==> src/rtl/seg_scan_pkg.sv <==
// Shared constants and sizing helper for the segment scan multiplexer.
package seg_scan_pkg;

  localparam int SEG_W = 8;
  localparam logic [SEG_W-1:0] SEG_BLANK = 8'h00;

  // Minimum width of 1 keeps single-digit and tiny-divider builds legal.
  function automatic int clog2(input int value);
    int r;
    int v;
    r = 0;
    v = value - 1;
    while (v > 0) begin
      r++;
      v = v >> 1;
    end
    return (r < 1) ? 1 : r;
  endfunction

endpackage

==> src/rtl/seg_scan_timer.sv <==
// Slot timer for the scan multiplexer: divides clk into digit slots and
// flags the blanking window and the start of each frame.
module seg_scan_timer
  import seg_scan_pkg::*;
#(
  parameter int NUM_DIGITS   = 4,
  parameter int REFRESH_DIV  = 50000,
  parameter int BLANK_CYCLES = 16,
  localparam int DIV_W       = clog2(REFRESH_DIV),
  localparam int IDX_W       = clog2(NUM_DIGITS)
) (
  input  logic             clk,
  input  logic             rst,
  input  logic             en,
  output logic             in_blank,
  output logic [IDX_W-1:0] slot_idx,
  output logic             frame_start
);

  localparam logic [DIV_W-1:0] DIV_LAST = DIV_W'(REFRESH_DIV - 1);
  localparam logic [IDX_W-1:0] IDX_LAST = IDX_W'(NUM_DIGITS - 1);

  logic [DIV_W-1:0] div_cnt;
  logic [IDX_W-1:0] dig_idx;

  always_ff @(posedge clk) begin
    if (rst || !en) begin
      div_cnt <= '0;
      dig_idx <= '0;
    end else if (div_cnt == DIV_LAST) begin
      div_cnt <= '0;
      dig_idx <= (dig_idx == IDX_LAST) ? '0 : dig_idx + 1'b1;
    end else begin
      div_cnt <= div_cnt + 1'b1;
    end
  end

  generate
    if (BLANK_CYCLES == 0) begin : g_no_blank
      assign in_blank = 1'b0;
    end else begin : g_blank
      localparam logic [DIV_W-1:0] BLANK_END = DIV_W'(BLANK_CYCLES);
      assign in_blank = (div_cnt < BLANK_END);
    end
  endgenerate

  assign slot_idx    = dig_idx;
  assign frame_start = (div_cnt == '0) && (dig_idx == '0);

endmodule

==> src/rtl/seg_scan_mux.sv <==
// Time-multiplexes NUM_DIGITS segment patterns onto one bus with blanking and
// a per-frame input snapshot. Optional macro SEG_SCAN_DIM_EN adds PWM dimming.
module seg_scan_mux
  import seg_scan_pkg::*;
#(
  parameter int NUM_DIGITS   = 4,
  parameter int REFRESH_DIV  = 50000,
  parameter int BLANK_CYCLES = 16
) (
  input  logic                        clk,
  input  logic                        rst,
  input  logic                        en,
  input  logic [SEG_W*NUM_DIGITS-1:0] seg_in,
`ifdef SEG_SCAN_DIM_EN
  input  logic [3:0]                  bright,
`endif
  output logic [SEG_W-1:0]            seg_out,
  output logic [NUM_DIGITS-1:0]       dig_en,
  output logic                        frame_tick
);

  localparam int IDX_W = clog2(NUM_DIGITS);

  logic                        in_blank;
  logic [IDX_W-1:0]            slot_idx;
  logic                        frame_start;
  logic [SEG_W*NUM_DIGITS-1:0] snap;
  logic [SEG_W*NUM_DIGITS-1:0] snap_next;
  logic [SEG_W-1:0]            drive_seg;
  logic [NUM_DIGITS-1:0]       drive_dig;
  logic                        pwm_on;

  seg_scan_timer #(
    .NUM_DIGITS  (NUM_DIGITS),
    .REFRESH_DIV (REFRESH_DIV),
    .BLANK_CYCLES(BLANK_CYCLES)
  ) u_timer (
    .clk        (clk),
    .rst        (rst),
    .en         (en),
    .in_blank   (in_blank),
    .slot_idx   (slot_idx),
    .frame_start(frame_start)
  );

  // Bypass the snapshot register on the load edge so a zero-blank slot 0
  // shows the new frame immediately.
  always_comb begin
    snap_next = frame_start ? seg_in : snap;
    drive_seg = snap_next[slot_idx*SEG_W +: SEG_W];
    drive_dig = NUM_DIGITS'(1) << slot_idx;
  end

`ifdef SEG_SCAN_DIM_EN
  logic [3:0] pwm_cnt;

  always_ff @(posedge clk) begin
    if (rst) pwm_cnt <= '0;
    else     pwm_cnt <= pwm_cnt + 1'b1;
  end

  assign pwm_on = (bright == 4'hF) || (pwm_cnt < bright);
`else
  assign pwm_on = 1'b1;
`endif

  // Output stage: one cycle behind the timer state.
  always_ff @(posedge clk) begin
    if (rst) begin
      snap       <= '0;
      seg_out    <= SEG_BLANK;
      dig_en     <= '0;
      frame_tick <= 1'b0;
    end else if (!en) begin
      seg_out    <= SEG_BLANK;
      dig_en     <= '0;
      frame_tick <= 1'b0;
    end else begin
      frame_tick <= frame_start;
      if (frame_start) snap <= seg_in;
      if (in_blank || !pwm_on) begin
        seg_out <= SEG_BLANK;
        dig_en  <= '0;
      end else begin
        seg_out <= drive_seg;
        dig_en  <= drive_dig;
      end
    end
  end

endmodule

==> config.mk <==
export PLATFORM = sky130hd
export DESIGN_NAME = seg_scan_mux
export DESIGN_NICKNAME = d
export VERILOG_FILES = /design/src/rtl/seg_scan_pkg.sv /design/src/rtl/seg_scan_timer.sv /design/src/rtl/seg_scan_mux.sv
export SDC_FILE = /design/constraint.sdc
export NUM_CORES = 1
export LEC_CHECK = 0
export CORE_MARGIN = 5
export CORE_UTILIZATION = 53
export DETAILED_ROUTE_END_ITERATION = 7
export PLACE_DENSITY = 0.78
export SYNTH_ARGS = -nofsm -noshare
export SYNTH_HDL_FRONTEND = slang
export SYNTH_SLANG_ARGS = --single-unit
==> constraint.sdc <==
create_clock -name clk -period 2.6 [get_ports clk]
set_input_delay 0.39 -clock clk [delete_from_list [all_inputs] [get_ports clk]]
set_output_delay 0.39 -clock clk [all_outputs]
set_load 0.05 [all_outputs]
# == After elaboration in Yosys (flattened, before gate mapping) ==
# Index checks and enable logic that the tools add are counted.
# totals
wordCells,24
output_inout_bits,13
inputBits,35
regBits,63
# classes
muxes,2
reduce_logical,8
shifts,2
n_eq_ne,2
bitwise,1
n_lt_le_gt_ge,1
addsub,2
# ops
operator,n
2-to-1 mux 32 bit,1
indexed part select 32 x 6 -> 8 bit,1
adder 16 x 1 -> 16 bit (second input constant),1
equality test 16 bit (second input constant),1
logical NOT 16 bit,1
less-than comparator 16 x 5 -> 1 bit (second input constant),1
OR reduction 2 bit,2
<< shifter 1 x 2 -> 4 bit (first input constant),1
OR reduction 3 bit,1
adder 2 x 1 -> 2 bit (second input constant),1
equality test 2 bit (second input constant),1
logical NOT 2 bit,1
2-to-1 mux 2 bit,1
logical AND 1 bit,1
logical NOT 1 bit,1
logical OR 1 bit,1
NOT 1 bit,1

# == Depth between registers and ports, before layout ==
# depth
depth_word,4
ltp_mapped,9
mapped_depth_nobuf,6

# == Modules after synthesis ==
# A second synthesis with hierarchy kept.
# hier_totals
hier_cells,297
hier_area_um2,3031.7
# by_module_without_submodules
module,instances,area_per_inst_um2,seq_area_each_um2,cells_per_inst
seg_scan_mux,1,2143.3,900.9,196
seg_scan_timer,1,888.4,360.3,101

# == Least setup slack after synthesis ==
# No wires, ideal clock.
# synth_path
path_type,flip-flop to flip-flop
start,"reg u_timer.dig_idx[0], in the netlist u_timer.slot_idx[0]"
end,reg seg_out[0]
period_less_slack_ps,1955
required_time_ps,2466
n_path_buf,2
arrival_ps,1821
setup_time_ps,134
path_stages_with_launch,9
slack_ps,645
cell_sequence,dfxtp_1 > inv_1 > ha_1 > and3_1 > clkbuf_1 > clkbuf_1 > nand3_1 > a21oi_1 > or4_1
# synth_via
elab_chain_len,4
# synth_rtl
item,line,source
start: declaration,seg_scan_timer.sv:24,logic [IDX_W-1:0] dig_idx;
start signal: assignment,seg_scan_timer.sv:32,dig_idx <= (dig_idx == IDX_LAST) ? '0 : dig_idx + 1'b1;
logical NOT 2 bit,seg_scan_timer.sv:48,assign frame_start = (div_cnt == '0) && (dig_idx == '0);
logical AND 1 bit,seg_scan_timer.sv:48,
2-to-1 mux 32 bit,-,
indexed part select 32 x 6 -> 8 bit *,seg_scan_mux.sv:50,drive_seg = snap_next[slot_idx*SEG_W +: SEG_W];
end signal: assignment,seg_scan_mux.sv:85,seg_out <= drive_seg;
end: declaration,seg_scan_mux.sv:17,"output logic [SEG_W-1:0] seg_out,"
# Mark *: on every way between the ends. The rest lies on a longest branch, timed or not.
# A chain may end at the register's enable or synchronous reset.

# == Worst setup path after layout ==
# layout_path
start,reg u_timer.div_cnt[12]
end,reg seg_out[0]
# layout_via
elab_chain_len,4
word_cells_on_any_way,6
cone_classes,order compare: 1; shift: 1; mux: 1; reduce/logical: 3
# layout_rtl
item,line,source
start: declaration,seg_scan_timer.sv:23,logic [DIV_W-1:0] div_cnt;
start signal: assignment,seg_scan_timer.sv:34,div_cnt <= div_cnt + 1'b1;
logical NOT 16 bit,seg_scan_timer.sv:48,
logical AND 1 bit,seg_scan_timer.sv:48,
2-to-1 mux 32 bit,-,
indexed part select 32 x 6 -> 8 bit,seg_scan_mux.sv:50,
# Parallel ways exist; a longest one is shown, timed or not.

==> metrics.txt <==
outcome complete, no violations; fin crit period 2.38 ns; row count 27; Power Density 567 nW/um^2; clock transition at the registers of the reported paths 0.07 ns; first-pass GRT wire length 13100 um; CTS Hold Bufs 0; ys async rst share 0%; Post-Layout Cell Count 498; hpwl dp 5270 um; Largest stage delay, worst path 0.51 ns; part of the cycle the worst path needs 91.5%; Ant. Diodes 0; Detail Route Antenna Nets 0; Hold Fails Final Rpt 0; FMAX 420 MHz; clk sinks 63; Reg2Reg Launch Point u_timer.div_cnt[12]; Die Wd 84.5 um; routed via count 2820; IO Pins 48; Hold Path Stages 2; setup_tns 0 ns; Slew Limit Fails 0; Syn Std Cell Area 2940 sq um; hold worst-path end snap[8]; GP Congestion 0.877; setup slack after layout 0.221 ns; Cell Area, Placed 3450 sq um; register area share after synthesis 42.9%; EDFF count, synth 0; root buffer cell clkbuf_8; core area 5440 sq um; GR Overflow Total 0; Gate Count Post-Synth 382; Setup violations, final 0; post-CTS setup buffer count 0; RR Endpoint seg_out[0]; DIE HEIGHT 84.5 um; largest net degree at the start of global routing 37; Synth-to-Final Area Change 23.7%; commonest non-fill, non-tap cell in the layout nand2_1; H-tree depth 3; WP data required 2.81 ns; Worst Hold Class register to register; Place WS 0.255 ns; CP Class register to register; cts repair resizes 0; Tot GR Track Use 22.4%; DRC errors left 0; Avg Cell Area, Syn 7.70 sq um; Tightest Pin Transition 0.530 ns; Yosys cell types 30; Inserted Clock Buffers 9; #FFs+latches synth 63; Max Fanout on Critical Path 36; die footprint 7140 sq um; DR iter-0 viols 295; crit path DAT 2.59 ns; clock buffer depth 2; Setup Skew 0.00433 ns; clk_lat worst skew 0.34 ns; Crit. End Element register; R2R setup slack 0.22 ns; unrepaired setup endpoints after global routing no; Main synth FF type dfxtp_1; final core utilization 66.9%; commonest non-fill, non-tap cells in the layout nand2_1, dfxtp_1, a21oi_1; worst r2r path cells 5; Design Area, Final 3640 sq um; crit start category register; max_slew headroom 64.6%; routed len/inst 15.6 um; Max-Cap Viols 0; Mapped Nets 421; Starting Density 54.1%; static leakage 1.39 nW; I/O Buffers 47; drt total wl 7750 um; Via density 5.66; crit-path cells nor4_4 -> nand4_4 -> nand4_2 -> a21oi_1 -> or4_1; layout cells sized above 1 7.04%; cell count after placement 482; initial antenna violation count 0; vias in the first global route 2707; Max VDD drop 0.433 mV; router iterations before antenna repair 5; Ys Warns 0; Slowest-stage cell, CP or4_1; worst hold slack 0.453 ns; Final nets 460; worst hold start snap[8]; TritonCTS clock tree built; Final Power 2.07 mW
[power breakdown]
part / switching, mW / internal (mW)
sequential: 0.0164 / 0.998
clock: 0.370 / 0.465
combinational: 0.119 / 0.0973
[cell families (layout without fill, tap and decap cells)]
family,after synthesis,count (layout),share of synthesized area [%]
AOI/OAI and AO/OA,97,97,17.2
buffers and inverters,35,79,5.40
and+or+nand+nor,168,168,28.4
xor gates and xnor gates,14,14,4.17
muxes,1,1,0.340
DFF,63,63,42.9
adders and majority gates,4,4,1.70
[worst max path at each step]
stage / from / end / slack, ns / cells after the start
5_1_grt: u_timer.div_cnt[12] / seg_out[6] / 0.07 / 5
4_1_cts: u_timer.div_cnt[12] / seg_out[6] / 0.24 / 5
3_3_place_gp: u_timer.div_cnt[12] / seg_out[0] / 0.30 / 5
3_5_place_dp: u_timer.div_cnt[12] / seg_out[6] / 0.26 / 5
6_report: u_timer.div_cnt[12] / seg_out[0] / 0.22 / 5
2_1_floorplan: u_timer.slot_idx[0] / seg_out[0] / 0.65 / 8
[synth_stat cells (2+ instances only)]
library cell	instances	area, sq um
nor3_2	2	20.0
a21boi_0	8	60.1
nand3_1	39	195
ha_1	4	50.1
xnor2_1	6	52.6
or4_1	8	60.1
nand4_2	2	25.0
o21ai_0	30	150
a21oi_1	57	285
nand4_1	7	43.8
o21ai_1	2	10.0
inv_1	7	26.3
and3_1	4	25.0
nand2_1	71	267
and4_1	3	26.3
buf_2	13	65.1
clkbuf_1	13	48.8
xor2_1	8	70.1
nor2_1	25	93.8
dfxtp_1	63	1260
[layer usage]
metal | track usage (%) | vias to the layer above | wire length, um
met5 | 0 | - | 0
met4 | 8.20 | 0 | 142
met3 | 6.38 | 13 | 575
met2 | 35.0 | 108 | 3630
met1 | 29.5 | 1308 | 3400
li1 | - | 1391 | -
[flip-flops by register name (all words and copies together), names as in the netlist]
signal and flops:
snap 32, u_timer.slot_idx 2, frame_tick 1, u_timer.div_cnt 16
dig_en 4, seg_out 8
[worst max-delay path, delay by kind of cell, from the launching register on]
family           cells  cell delay (ns)
flip-flops           1             0.36
AO/OA/AOI/OAI        1             0.12
AND/OR/NAND/NOR      4             1.77
[layout make-up]
type                            count  area (sq um)
Multi-Input combinational cell    284          1520
Clock buffer                       12           145
Tap cell                           72          90.1
Fill cell                         448          1800
Clock inverter                      4          45.0
Inverter                            7          26.3
Timing Repair Buffer               56           551
Sequential cell                    63          1260
(Power assumes the default switching activity.)
